[src/rtl/fetch_queue_pkg.sv]
// fetch_pkg: shared constants, queue entry type and width helper for the fetch queue.
package fetch_pkg;
    localparam int INST_W = 32;
    localparam logic [INST_W-1:0] NOP_INST = 32'h0000_0013;
    localparam int XLEN_DEF = 32;
    typedef struct packed {
        logic [XLEN_DEF-1:0] pc;
        logic [INST_W-1:0]   inst;
    } fq_entry_t;
    function automatic int cnt_w(input int n);
        return $clog2(n + 1);
    endfunction
endpackage

[src/rtl/fetch_queue_if.sv]
// fetch_queue_if: instruction-memory request/response and decode handshake signals.
interface fetch_queue_if #(parameter int XLEN = 32);
    logic                        imem_req_o;
    logic [XLEN-1:0]             imem_addr_o;
    logic                        imem_rvalid_i;
    logic [fetch_pkg::INST_W-1:0] imem_rdata_i;
    logic                        inst_valid_o;
    logic [fetch_pkg::INST_W-1:0] inst_o;
    logic [XLEN-1:0]             pc_o;
    logic                        inst_ready_i;
    modport master (
        output imem_req_o, imem_addr_o, inst_valid_o, inst_o, pc_o,
        input  imem_rvalid_i, imem_rdata_i, inst_ready_i
    );
    modport slave (
        input  imem_req_o, imem_addr_o, inst_valid_o, inst_o, pc_o,
        output imem_rvalid_i, imem_rdata_i, inst_ready_i
    );
endinterface

[src/rtl/fetch_queue_fifo.sv]
// fq_fifo: DEPTH-entry FIFO with flush; pointers carry an extra wrap bit for full/empty.
module fq_fifo
    import fetch_pkg::*;
#(
    parameter int  DEPTH = 4,
    parameter type T     = fq_entry_t
) (
    input  logic                     clk_i,
    input  logic                     rst_i,
    input  logic                     i_push,
    input  logic                     i_pop,
    input  logic                     i_flush,
    input  T                         i_data,
    output T                         o_data,
    output logic                     o_full,
    output logic                     o_empty,
    output logic [$clog2(DEPTH):0]   o_count
);
    localparam int AW = $clog2(DEPTH);
    logic [AW:0] r_wp, r_rp;
    T            r_mem [DEPTH];

    assign o_count = r_wp - r_rp;
    assign o_empty = r_wp == r_rp;
    assign o_full  = (r_wp[AW] != r_rp[AW]) && (r_wp[AW-1:0] == r_rp[AW-1:0]);
    assign o_data  = r_mem[r_rp[AW-1:0]];

    always_ff @(posedge clk_i or posedge rst_i) begin
        if (rst_i) begin
            r_wp <= '0;
            r_rp <= '0;
        end else if (i_flush) begin
            r_wp <= '0;
            r_rp <= '0;
        end else begin
            if (i_push) r_wp <= r_wp + (AW+1)'(1);
            if (i_pop)  r_rp <= r_rp + (AW+1)'(1);
        end
    end

    always_ff @(posedge clk_i) begin
        if (i_push && !i_flush) r_mem[r_wp[AW-1:0]] <= i_data;
    end

    // credit accounting upstream must make this impossible
    assert property (@(posedge clk_i) disable iff (rst_i) !(i_push && o_full && !i_flush));
endmodule

[src/rtl/fetch_queue.sv]
// fetch_queue: credit-limited sequential prefetch into a DEPTH-entry queue with redirect flush.
// Define FETCH_QUEUE_BYPASS_EN to forward a response straight to decode when the queue is empty.
module fetch_queue
    import fetch_pkg::*;
#(
    parameter int              XLEN     = 32,
    parameter int              DEPTH    = 4,
    parameter logic [XLEN-1:0] RESET_PC = '0,
    parameter int              PC_STEP  = 4
) (
    input  logic                     clk_i,
    input  logic                     rst_i,
    input  logic                     start_i,
    input  logic                     redirect_i,
    input  logic [XLEN-1:0]          redirect_pc_i,
    output logic [cnt_w(DEPTH)-1:0]  occupancy_o,
    fetch_queue_if.master            bus
);
    localparam int CW = cnt_w(DEPTH);
    typedef struct packed {
        logic [XLEN-1:0]   pc;
        logic [INST_W-1:0] inst;
    } entry_t;

    logic [XLEN-1:0] r_pc, r_rsp_pc;
    logic [CW-1:0]   r_out, r_drop;
    logic [CW-1:0]   w_count;
    logic            w_empty, w_full, w_accept, w_byp, w_valid, w_push, w_pop, w_req;
    entry_t          w_head, w_wdata;

    assign w_wdata  = '{pc: r_rsp_pc, inst: bus.imem_rdata_i};
    assign w_accept = bus.imem_rvalid_i & (r_drop == '0);
`ifdef FETCH_QUEUE_BYPASS_EN
    assign w_byp    = w_empty & w_accept & ~redirect_i;
`else
    assign w_byp    = 1'b0;
`endif
    assign w_valid  = (~w_empty | w_byp) & ~redirect_i;
    assign w_pop    = ~w_empty & w_valid & bus.inst_ready_i;
    assign w_push   = w_accept & ~redirect_i & ~(w_byp & bus.inst_ready_i);
    assign w_req    = ~rst_i & start_i & ~redirect_i & ~w_full &
                      (({1'b0, w_count} + {1'b0, r_out}) < (CW+1)'(DEPTH));

    assign bus.imem_req_o   = w_req;
    assign bus.imem_addr_o  = r_pc;
    assign bus.inst_valid_o = w_valid;
    assign bus.inst_o       = w_valid ? (w_empty ? bus.imem_rdata_i : w_head.inst) : '0;
    assign bus.pc_o         = w_valid ? (w_empty ? r_rsp_pc : w_head.pc) : '0;
    assign occupancy_o      = w_count;

    fq_fifo #(.DEPTH(DEPTH), .T(entry_t)) u_fifo (
        .clk_i   (clk_i),
        .rst_i   (rst_i),
        .i_push  (w_push),
        .i_pop   (w_pop),
        .i_flush (redirect_i),
        .i_data  (w_wdata),
        .o_data  (w_head),
        .o_full  (w_full),
        .o_empty (w_empty),
        .o_count (w_count)
    );

    // responses still in flight at a redirect belong to the old path and are dropped
    always_ff @(posedge clk_i or posedge rst_i) begin
        if (rst_i) begin
            r_pc     <= RESET_PC;
            r_rsp_pc <= RESET_PC;
            r_out    <= '0;
            r_drop   <= '0;
        end else begin
            r_out <= r_out + CW'(w_req) - CW'(bus.imem_rvalid_i);
            if (redirect_i) begin
                r_pc     <= {redirect_pc_i[XLEN-1:2], 2'b00};
                r_rsp_pc <= {redirect_pc_i[XLEN-1:2], 2'b00};
                r_drop   <= r_out - CW'(bus.imem_rvalid_i);
            end else begin
                if (w_req) r_pc <= r_pc + XLEN'(PC_STEP);
                if (w_accept) r_rsp_pc <= r_rsp_pc + XLEN'(PC_STEP);
                if (bus.imem_rvalid_i && !w_accept) r_drop <= r_drop - CW'(1);
            end
        end
    end
endmodule

[src/flat_wrapper.sv]
// flat-port wrapper written by rule: the top's interface ports become plain ports
module fetch_queue_flat import fetch_pkg::*;
#(
    parameter int              XLEN     = 32,
    parameter int              DEPTH    = 4,
    parameter logic [XLEN-1:0] RESET_PC = '0,
    parameter int              PC_STEP  = 4
)
  (clk_i, rst_i, start_i, redirect_i, redirect_pc_i, occupancy_o, bus_imem_req_o, bus_imem_addr_o, bus_inst_valid_o, bus_inst_o, bus_pc_o, bus_imem_rvalid_i, bus_imem_rdata_i, bus_inst_ready_i);
  fetch_queue_if #(.XLEN(XLEN)) bus_i ();
  input  logic clk_i;
  input  logic rst_i;
  input  logic start_i;
  input  logic redirect_i;
  input  logic [XLEN-1:0] redirect_pc_i;
  output logic [cnt_w(DEPTH)-1:0] occupancy_o;
  output wire logic [$bits(bus_i.imem_req_o)-1:0] bus_imem_req_o;
  output wire logic [$bits(bus_i.imem_addr_o)-1:0] bus_imem_addr_o;
  output wire logic [$bits(bus_i.inst_valid_o)-1:0] bus_inst_valid_o;
  output wire logic [$bits(bus_i.inst_o)-1:0] bus_inst_o;
  output wire logic [$bits(bus_i.pc_o)-1:0] bus_pc_o;
  input wire logic [$bits(bus_i.imem_rvalid_i)-1:0] bus_imem_rvalid_i;
  input wire logic [$bits(bus_i.imem_rdata_i)-1:0] bus_imem_rdata_i;
  input wire logic [$bits(bus_i.inst_ready_i)-1:0] bus_inst_ready_i;
  assign bus_imem_req_o = bus_i.imem_req_o;
  assign bus_imem_addr_o = bus_i.imem_addr_o;
  assign bus_inst_valid_o = bus_i.inst_valid_o;
  assign bus_inst_o = bus_i.inst_o;
  assign bus_pc_o = bus_i.pc_o;
  assign bus_i.imem_rvalid_i = bus_imem_rvalid_i;
  assign bus_i.imem_rdata_i = bus_imem_rdata_i;
  assign bus_i.inst_ready_i = bus_inst_ready_i;
  fetch_queue #(.XLEN(XLEN), .DEPTH(DEPTH), .RESET_PC(RESET_PC), .PC_STEP(PC_STEP)) u_core (.clk_i(clk_i), .rst_i(rst_i), .start_i(start_i), .redirect_i(redirect_i), .redirect_pc_i(redirect_pc_i), .occupancy_o(occupancy_o), .bus(bus_i));
endmodule
[config.mk]
export PLATFORM = sky130hd
export DESIGN_NAME = fetch_queue_flat
export DESIGN_NICKNAME = d
export VERILOG_FILES = /design/src/rtl/fetch_queue_pkg.sv /design/src/rtl/fetch_queue_if.sv /design/src/rtl/fetch_queue_fifo.sv /design/src/rtl/fetch_queue.sv /design/src/flat_wrapper.sv
export SDC_FILE = /design/constraint.sdc
export NUM_CORES = 1
export LEC_CHECK = 0
export ABC_AREA = 1
export BUFFER_PORTS_ARGS = -buffer_cell sky130_fd_sc_hd__buf_4
export CAP_MARGIN = 20
export CORE_UTILIZATION = 63
export DETAILED_ROUTE_END_ITERATION = 7
export MAX_ROUTING_LAYER = met4
export PLACE_DENSITY = 0.85
export SLEW_MARGIN = 10
export SYNTH_ARGS = -nofsm -noshare
export SYNTH_HDL_FRONTEND = slang
export SYNTH_SLANG_ARGS = --single-unit
[constraint.sdc]
create_clock -name clk_i -period 11.2 [get_ports clk_i]
set_input_delay 2.8 -clock clk_i [delete_from_list [all_inputs] [get_ports clk_i]]
set_output_delay 2.8 -clock clk_i [all_outputs]
set_load 0.02 [all_outputs]
# Word level (Yosys, flattened, before mapping)

Memories as Yosys holds them, arrays and structs flattened.
Index checks and enable logic that the tools add are counted.

Add/sub/neg operators: 10
Order comparisons: 1
Eq/ne operators: 3
Mux-type cells: 16
Bitwise logic cells: 13
Reductions and logical operators: 11

Operators by type and width:

| operator                                                              | count |
|---|---|
| 32-bit 2-to-1 mux                                                     | 8 |
| 32-bit by 3-bit adder with 32-bit output (second input constant)      | 2 |
| 3-bit 2-to-1 mux                                                      | 6 |
| 2-bit nonzero test                                                    | 5 |
| 1-bit bitwise AND                                                     | 9 |
| 3-bit by 1-bit adder with 3-bit output (second input constant)        | 2 |
| 3-bit by 1-bit subtractor with 3-bit output                           | 2 |
| 3-bit by 3-bit adder with 4-bit output                                | 1 |
| 4-bit by 3-bit < comparator with 1-bit output (second input constant) | 1 |
| 1-bit NOT                                                             | 4 |
| 3-bit by 1-bit adder with 3-bit output                                | 1 |
| 3-bit == test                                                         | 1 |
| 1-bit logical AND                                                     | 3 |
| 3-bit zero test                                                       | 1 |
| 3-bit by 1-bit subtractor with 3-bit output (second input constant)   | 1 |
| 3-bit subtractor                                                      | 1 |
| 2-bit == test                                                         | 1 |
| 1-bit zero test                                                       | 2 |
| 1-bit 2-to-1 mux                                                      | 2 |
| 1-bit != test                                                         | 1 |

Bits in registers: 76
Memory bits (writable): 256
Input port bits: 70
Logic and storage cells: 61
Memories kept: 1

Memories:

| name                | depth | width | rd ports | clocked after memory_dff | wr ports | RTL line               | RTL |
|---|---|---|---|---|---|---|---|
| u_core.u_fifo.r_mem | 4     | 64    | 1        | 0                        | 1        | fetch_queue_fifo.sv:21 | `T r_mem [DEPTH];` |

# Depth between registers and ports, before layout

Gate-level depths: netlist (run 1).

Depth after elaboration: 7
Depth in mapped cells: 17
Mapped depth without buffers: 16

# Hierarchy

A second synthesis (run 1) with hierarchy kept.

Cell total of the unflattened synthesis: 1944
Area total of the unflattened synthesis: 16558.4 µm²

Modules (own cells, without submodules):

| module      | times used | cells an instance | area each (µm²) | seq. area each (µm²) |
|---|---|---|---|---|
| fq_fifo     | 1          | 1066              | 11185.7         | 7837.5 |
| fetch_queue | 1          | 878               | 5372.7          | 1651.6 |

# Worst setup path before layout (run 1)

Ideal clock, no wire load.

Path kind: input to output
From: in rst_i
To: out bus_imem_req_o
Arrival: 5.037 ns
Setup slack: 3.363 ns
Cell stages on the path: 7
Buffers on the path: 2
Cell sequence: inv_1 > nand2_4 > nor2_4 > nand3_4 > inv_2 > buf_6 > buf_6

Word-level cells in the longest chain between the ends: 5

RTL lines:

| item                            | RTL line           | RTL |
|---|---|---|
| start, declared                 | flat_wrapper.sv:12 | `input logic rst_i;` |
| 1-bit NOT                       | fetch_queue.sv:41  | `assign w_req = ~rst_i & start_i & ~redirect_i & ~w_full &` |
| 1-bit bitwise AND (4 in series) | fetch_queue.sv:41  |  |
| end, declared                   | flat_wrapper.sv:17 | `output wire logic [$bits(bus_i.imem_req_o)-1:0] bus_imem_req_o;` |

Every way passes these cells.

# Final worst setup path (run 1)

Ends and elaborated chain as after synthesis.

==> metrics.csv, run 1 <==
stage,metric,value,unit
clock_tree,cts.clk_slew.worst_paths,0.06,ns
yosys,mappedNetlistArea,0.0146,sq mm
routing,drc,1,
job,maxCapViolations,0,
clock_tree,cts_sinks,320,
routing,wl_per_cell,18.4,microns
clock_tree,cts_setup_buffers,0,
placed_design,dp_hpwl,20.7,mm
yosys,synth-edff-count,248,
global_route,grt_pass1_vias,10900,
timing,finalCritPeriodShare,68.9,%
worst_hold_path,whs_path_depth,1,
timing,fmax,0.130,GHz
yosys,syn_area_per_cell,10.2,sq um
clock_tree,post_cts_resized,0,
setup_path,critPathCaptureType,output port,
clock_tree,clockRootBuffer,clkbuf_16,
die,initial_utilization,64.3,%
timing,tns,0,ns
setup_path,startpoint_type,primary input,
finish,nNetsFinal,1658,
clock_tree,clk_latency,0.55,ns
setup_path,crit_type,in2out,
timing,hold_viol_final,0,
finish,area_delta_synth_final,15.7,%
clock_tree,cts_hold_buf,0,
placed_design,io_buffers,164,
die,io_pins,171,
die,die-area,0.0238,sq mm
timing,finClkSkew,0.0207,ns
global_route,overflow,0,
timing,relSlewSlack,33.1,%
setup_path,reg2reg_from,u_core.u_fifo.r_rp[0],
setup_path,critPathArrivalTime,4.91,ns
routing,drtIter0Drc,1138,
timing,drv_slew,0,
power_and_ir_drop,irDropWorstVdd,0.113,mV
power_and_ir_drop,power_density,192,mW/mm^2
clock_tree,clock_path_buffers,3,
global_route,grt_pass1_wl,55.2,mm
die,die_w,154,microns
yosys,async_reset_ff_share,22.5,%
die,die_h,154,microns
global_route,antenna_found_initial,0,
finish,diodes,0,
placed_design,gp_congestion,0.955,
global_route,grt_max_degree,98,
setup_path,r2r-end,u_core.r_out[2],
setup_path,critPathRequiredTime,8.40,ns
timing,finalSetupViolCount,0,
routing,ant_nets,0,
routing,vias,11200,
run_status,status,finished with violations,
routing,vias_per_cell,5.95,
worst_hold_path,whs_endpoint,u_core.u_fifo.r_wp[2],
setup_path,r2r_cells,13,
worst_hold_path,hp-start,u_core.u_fifo.r_wp[2],
clock_tree,cts_made_buffers,30,
routing,drt_wl_total,34.6,mm
clock_tree,cts_max_level,1,
setup_path,reg2reg_slack,7.29,ns
die,rows,55,
yosys,ys_warn_count,0,
timing,fin_crit,7.71,ns
timing,rsz0062_at_grt,no,
yosys,ys_dominant_reg_cell,edfxtp_1,
setup_path,critPathMaxFanout,73,
global_route,grt_usage,30.4,%
yosys,synth-seq-cells,320,
run_status,violations,DRC,
timing,tightest_slew,1.00,ns
clock_tree,cts_tree,yes,
yosys,syn_inst,1427,
power_and_ir_drop,power_leakage,6.99,nW
worst_hold_path,hold_path_class,reg2reg,
routing,dr.pass1.iters,8,
finish,drive_above_1_share,15.3,%
finish,fin_util,74.4,%
yosys,yosysSeqAreaShare,63.4,%
yosys,synthDistinctLibCells,34,
die,core_area,0.0227,sq mm
==> logic make-up after synthesis <==
family | after synthesis | share of synthesized area [%]
compound gates | 233 | 9.79
xor+xnor | 26 | 1.56
fa+ha+maj | 19 | 1.73
buf+inv | 171 | 5.28
flops | 320 | 63.4
other cells | 1 | 0.0257
simple gates | 657 | 18.2
==> synthesized netlist by cell type (all sizes together) (17+ instances only) <==
| cell | count | share of area [%] |
|---|---|---|
| a21oi | 129 | 4.4 |
| a221oi | 62 | 3.7 |
| buf | 40 | 1.9 |
| clkbuf | 28 | 0.72 |
| dfrtp | 72 | 12 |
| edfxtp | 248 | 51 |
| ha | 17 | 1.5 |
| inv | 103 | 2.7 |
| nand2 | 456 | 12 |
| nand3 | 75 | 2.7 |
| nor2 | 110 | 3.0 |
| o21ai | 28 | 0.96 |
==> layout make-up <==
class | instances | area, sq um
timing repair buffer | 175 | 1310
clock buffer | 36 | 795
tap | 285 | 357
sequential | 320 | 9250
inverter | 103 | 393
multi-input combinational | 939 | 4620
clock inverter | 19 | 161
fill | 1504 | 5820
==> where the power goes <==
part / total [W] / internal, W / switching (W)
clock network: 0.000991 / 0.000570 / 0.000421
registers: 0.00152 / 0.00139 / 0.000130
logic: 0.000732 / 0.000258 / 0.000475
total: 0.00324 / 0.00221 / 0.00103
==> state kept, by name, indices dropped and copies added (netlist names) <==
signal                  count
u_core.u_fifo.r_mem       248
u_core.bus.imem_addr_o     30
u_core.r_rsp_pc            30
u_core.r_drop               3
u_core.r_out                3
u_core.u_fifo.r_rp          3
u_core.u_fifo.r_wp          3
==> cells in the final DEF, fill, tap and decap left out, drive strengths merged, types with 4 or more instances in the layout <==
cell    instances
nand4           4
nand2         456
a221oi         62
nand3b          8
dfrtp          72
inv           102
xnor2          14
nand3          75
o211ai          7
clkbuf         36
clkinv         14
nor2          110
o21ai          28
buf           175
conb            4
edfxtp        248
a21oi         129
ha             17
xor2           12
==> per-layer routing <==
| layer | global-route usage, % | up-vias | share of wire, % |
|---|---|---|---|
| met3 | 4.17 | 85 | 9.3 |
| met5 | - | - | 0 |
| met1 | 39.1 | 5263 | 39 |
| met2 | 50.4 | 647 | 50 |
| li1 | - | 5177 | - |
| met4 | 10.3 | 0 | 2.5 |
==> stage by stage <==
stage                     instance area, sq um  hold WS (ns)  std cells  power [W]  setup WS [ns]
final                                    16900         0.486       1877    0.00324           3.49
after global routing                     16900         0.500       1877    0.00338           3.24
after CTS                                16900         0.485       1877    0.00324           3.43
after detailed placement                 15900         0.476       1822    0.00226           3.42
after global placement                   15900         0.472       1822    0.00222           3.42
after floorplan                          14600         0.446       1430    0.00200           3.36
==> worst max-delay path by stage <==
stage	startpoint	endpoint	slack, ns	cells past startpoint
CTS	rst_i	bus_imem_req_o	3.43	8
floorplan	rst_i	bus_imem_req_o	3.36	7
finish	rst_i	bus_imem_req_o	3.49	8
global placement	rst_i	bus_imem_req_o	3.42	8
detailed placement	rst_i	bus_imem_req_o	3.42	8
global route	rst_i	bus_imem_req_o	3.24	8
==> critical path, stage by stage <==
cell and delay [ns]:
buf_4 0.11, inv_2 0.03, buf_4 0.72, nand2_4 0.09, nor2_4 0.15, nand3_4 0.25
inv_2 0.50, buf_4 0.24
Power figures use the tool's default switching activity.
==> inputs of run 2 (changes only) <==
CORE_UTILIZATION = 59   (was 63)
PLACE_DENSITY = 0.81   (was 0.85)
clock period = 7.2 ns   (was 11.2 ns; I/O delays follow)
==> metrics.csv, run 2 (synthesis results as in run 1) <==
stage,metric,value,unit
routing,drc,0,
setup_path,crit_top_cell,buf_4,
routing,dr.pass1.iters,5,
finish,nNetsFinal,1661,
finish,area_delta_synth_final,17.0,%
routing,ant_nets,0,
setup_path,startpoint_type,primary input,
clock_tree,clk_latency,0.55,ns
worst_hold_path,hold_path_class,reg2reg,
worst_hold_path,whs_path_depth,1,
setup_path,r2r_cells,13,
setup_path,r2r-end,u_core.r_out[2],
placed_design,dp_hpwl,20.6,mm
placed_design,dp_worst_setup_slack,1.42,ns
clock_tree,cts_hold_buf,0,
timing,hold_viol_final,0,
die,rows,57,
timing,finalCritPeriodShare,80.2,%
power_and_ir_drop,irDropWorstVdd,0.185,mV
routing,drtIter0Drc,991,
worst_hold_path,hp-start,u_core.u_fifo.r_wp[2],
finish,drive_above_1_share,15.8,%
clock_tree,post_cts_resized,0,
die,die-area,0.0254,sq mm
setup_path,crit_type,in2out,
run_status,status,"complete, no violations",
global_route,grt_usage,27.7,%
die,core_area,0.0243,sq mm
die,initial_utilization,60.0,%
global_route,grt_pass1_wl,54.0,mm
finish,final_common_cell,nand2_1,
setup_path,cpMaxStageDelayCell,nand2_2,
timing,finClkSkew,0.0169,ns
timing,fmax,0.173,GHz
timing,fin_crit,5.78,ns
routing,drt_wl_total,34.0,mm
timing,tns,0,ns
timing,finalSetupViolCount,0,
setup_path,critPathMaxFanout,37,
power_and_ir_drop,power_density,302,mW/mm^2
finish,mostFrequentLayoutCells,"nand2_1 (451), edfxtp_1 (248), buf_4 (176)",
clock_tree,cts_sinks,320,
finish,largest_reg_flops,248,
die,die_h,159,microns
routing,vias,11000,
clock_tree,clockRootBuffer,clkbuf_16,
timing,rsz0062_at_grt,no,
setup_path,critPathArrivalTime,3.98,ns
die,die_w,159,microns
clock_tree,cts_max_level,1,
finish,fin_cells,1921,
worst_hold_path,whs_endpoint,u_core.u_fifo.r_wp[2],
placed_design,io_buffers,164,
timing,fin_ws,1.42,ns
timing,drv_slew,0,
routing,vias_per_cell,5.74,
timing,relSlewSlack,26.1,%
power_and_ir_drop,power_leakage,7.06,nW
job,maxCapViolations,0,
setup_path,reg2reg_from,u_core.u_fifo.r_rp[0],
global_route,grt_max_degree,101,
clock_tree,cts_setup_buffers,0,
finish,fin_util,70.2,%
clock_tree,cts_tree,yes,
placed_design,dpl.cell_count,1862,
die,io_pins,171,
global_route,overflow,0,
global_route,antenna_found_initial,0,
clock_tree,cts.clk_slew.worst_paths,0.06,ns
global_route,grt_pass1_vias,10600,
clock_tree,cts_made_buffers,31,
setup_path,slowest_delay,0.51,ns
finish,diodes,0,
setup_path,reg2reg_slack,3.57,ns
timing,tightest_slew,1.11,ns
placed_design,gp_congestion,0.967,
setup_path,critPathRequiredTime,5.40,ns
setup_path,cp_cell_sequence,buf_4 -> inv_6 -> nand2_2 -> buf_4 -> a221oi_1 -> buf_4,
finish,fillers,1683,
routing,wl_per_cell,17.7,microns
setup_path,critPathCaptureType,output port,
clock_tree,clock_path_buffers,3,
-- run 2: cell types whose count changed in the layout (fill, tap and decap cells not counted), sizes merged --
cell / before / now
clkinv: 14 / 11
clkbuf: 36 / 40
clkinvlp: 3 / 1
inv: 102 / 104
bufinv: 3 / 5
buf: 175 / 177
-- run 2: final cells by class --
cell class,instances,area (sq um),share of cell area [%]
Clock inverter,18,223,1.30
Tap cell,324,405,2.37
Timing Repair Buffer,177,1350,7.90
Clock buffer,40,830,4.86
Inverter,103,393,2.30
Multi-Input combinational cell,939,4620,27.0
Sequential cell,320,9250,54.2
-- run 2: through the flow --
| step | cell area (sq um) | hold WS (ns) | power, W |
|---|---|---|---|
| 2_1_floorplan | 14600 | 0.446 | 0.00311 |
| 3_3_place_gp | 16000 | 0.472 | 0.00347 |
| 3_5_place_dp | 16000 | 0.484 | 0.00351 |
| 4_1_cts | 17000 | 0.492 | 0.00516 |
| 5_1_grt | 17100 | 0.523 | 0.00539 |
| 6_report | 17100 | 0.487 | 0.00515 |
-- run 2: how the worst max path moves through the flow --
stage          slack, ns              to  cells after the start       start
4_1_cts             1.41    bus_pc_o[13]                      6  redirect_i
5_1_grt             1.30     bus_pc_o[8]                      6  redirect_i
6_report            1.42    bus_pc_o[13]                      6  redirect_i
3_5_place_dp        1.42    bus_pc_o[13]                      6  redirect_i
3_3_place_gp        1.41    bus_pc_o[13]                      6  redirect_i
2_1_floorplan       1.36  bus_imem_req_o                      7       rst_i
-- run 2: routing by layer --
layer,GRT usage [%],up-vias,wire (microns)
met5,-,-,0
met4,8.83,0,765
met3,2.97,64,2720
met2,45.8,535,16400
met1,36.3,5235,14100
li1,-,5184,-
-- run 2: worst max-delay path: cells and delay by family --
| family | cells | cell delay [ns] |
|---|---|---|
| AO/OA/AOI/OAI | 1 | 0.40 |
| buffers and inverters | 4 | 1.21 |
| AND/OR/NAND/NOR | 1 | 0.51 |
-- run 2: power breakdown --
part / switching (W) / internal [W] / leakage, nW
Clock: 0.000660 / 0.000992 / 0.519
Sequential: 0.000181 / 0.00216 / 3.12
Combinational: 0.000756 / 0.000408 / 3.42
Total: 0.00160 / 0.00356 / 7.06
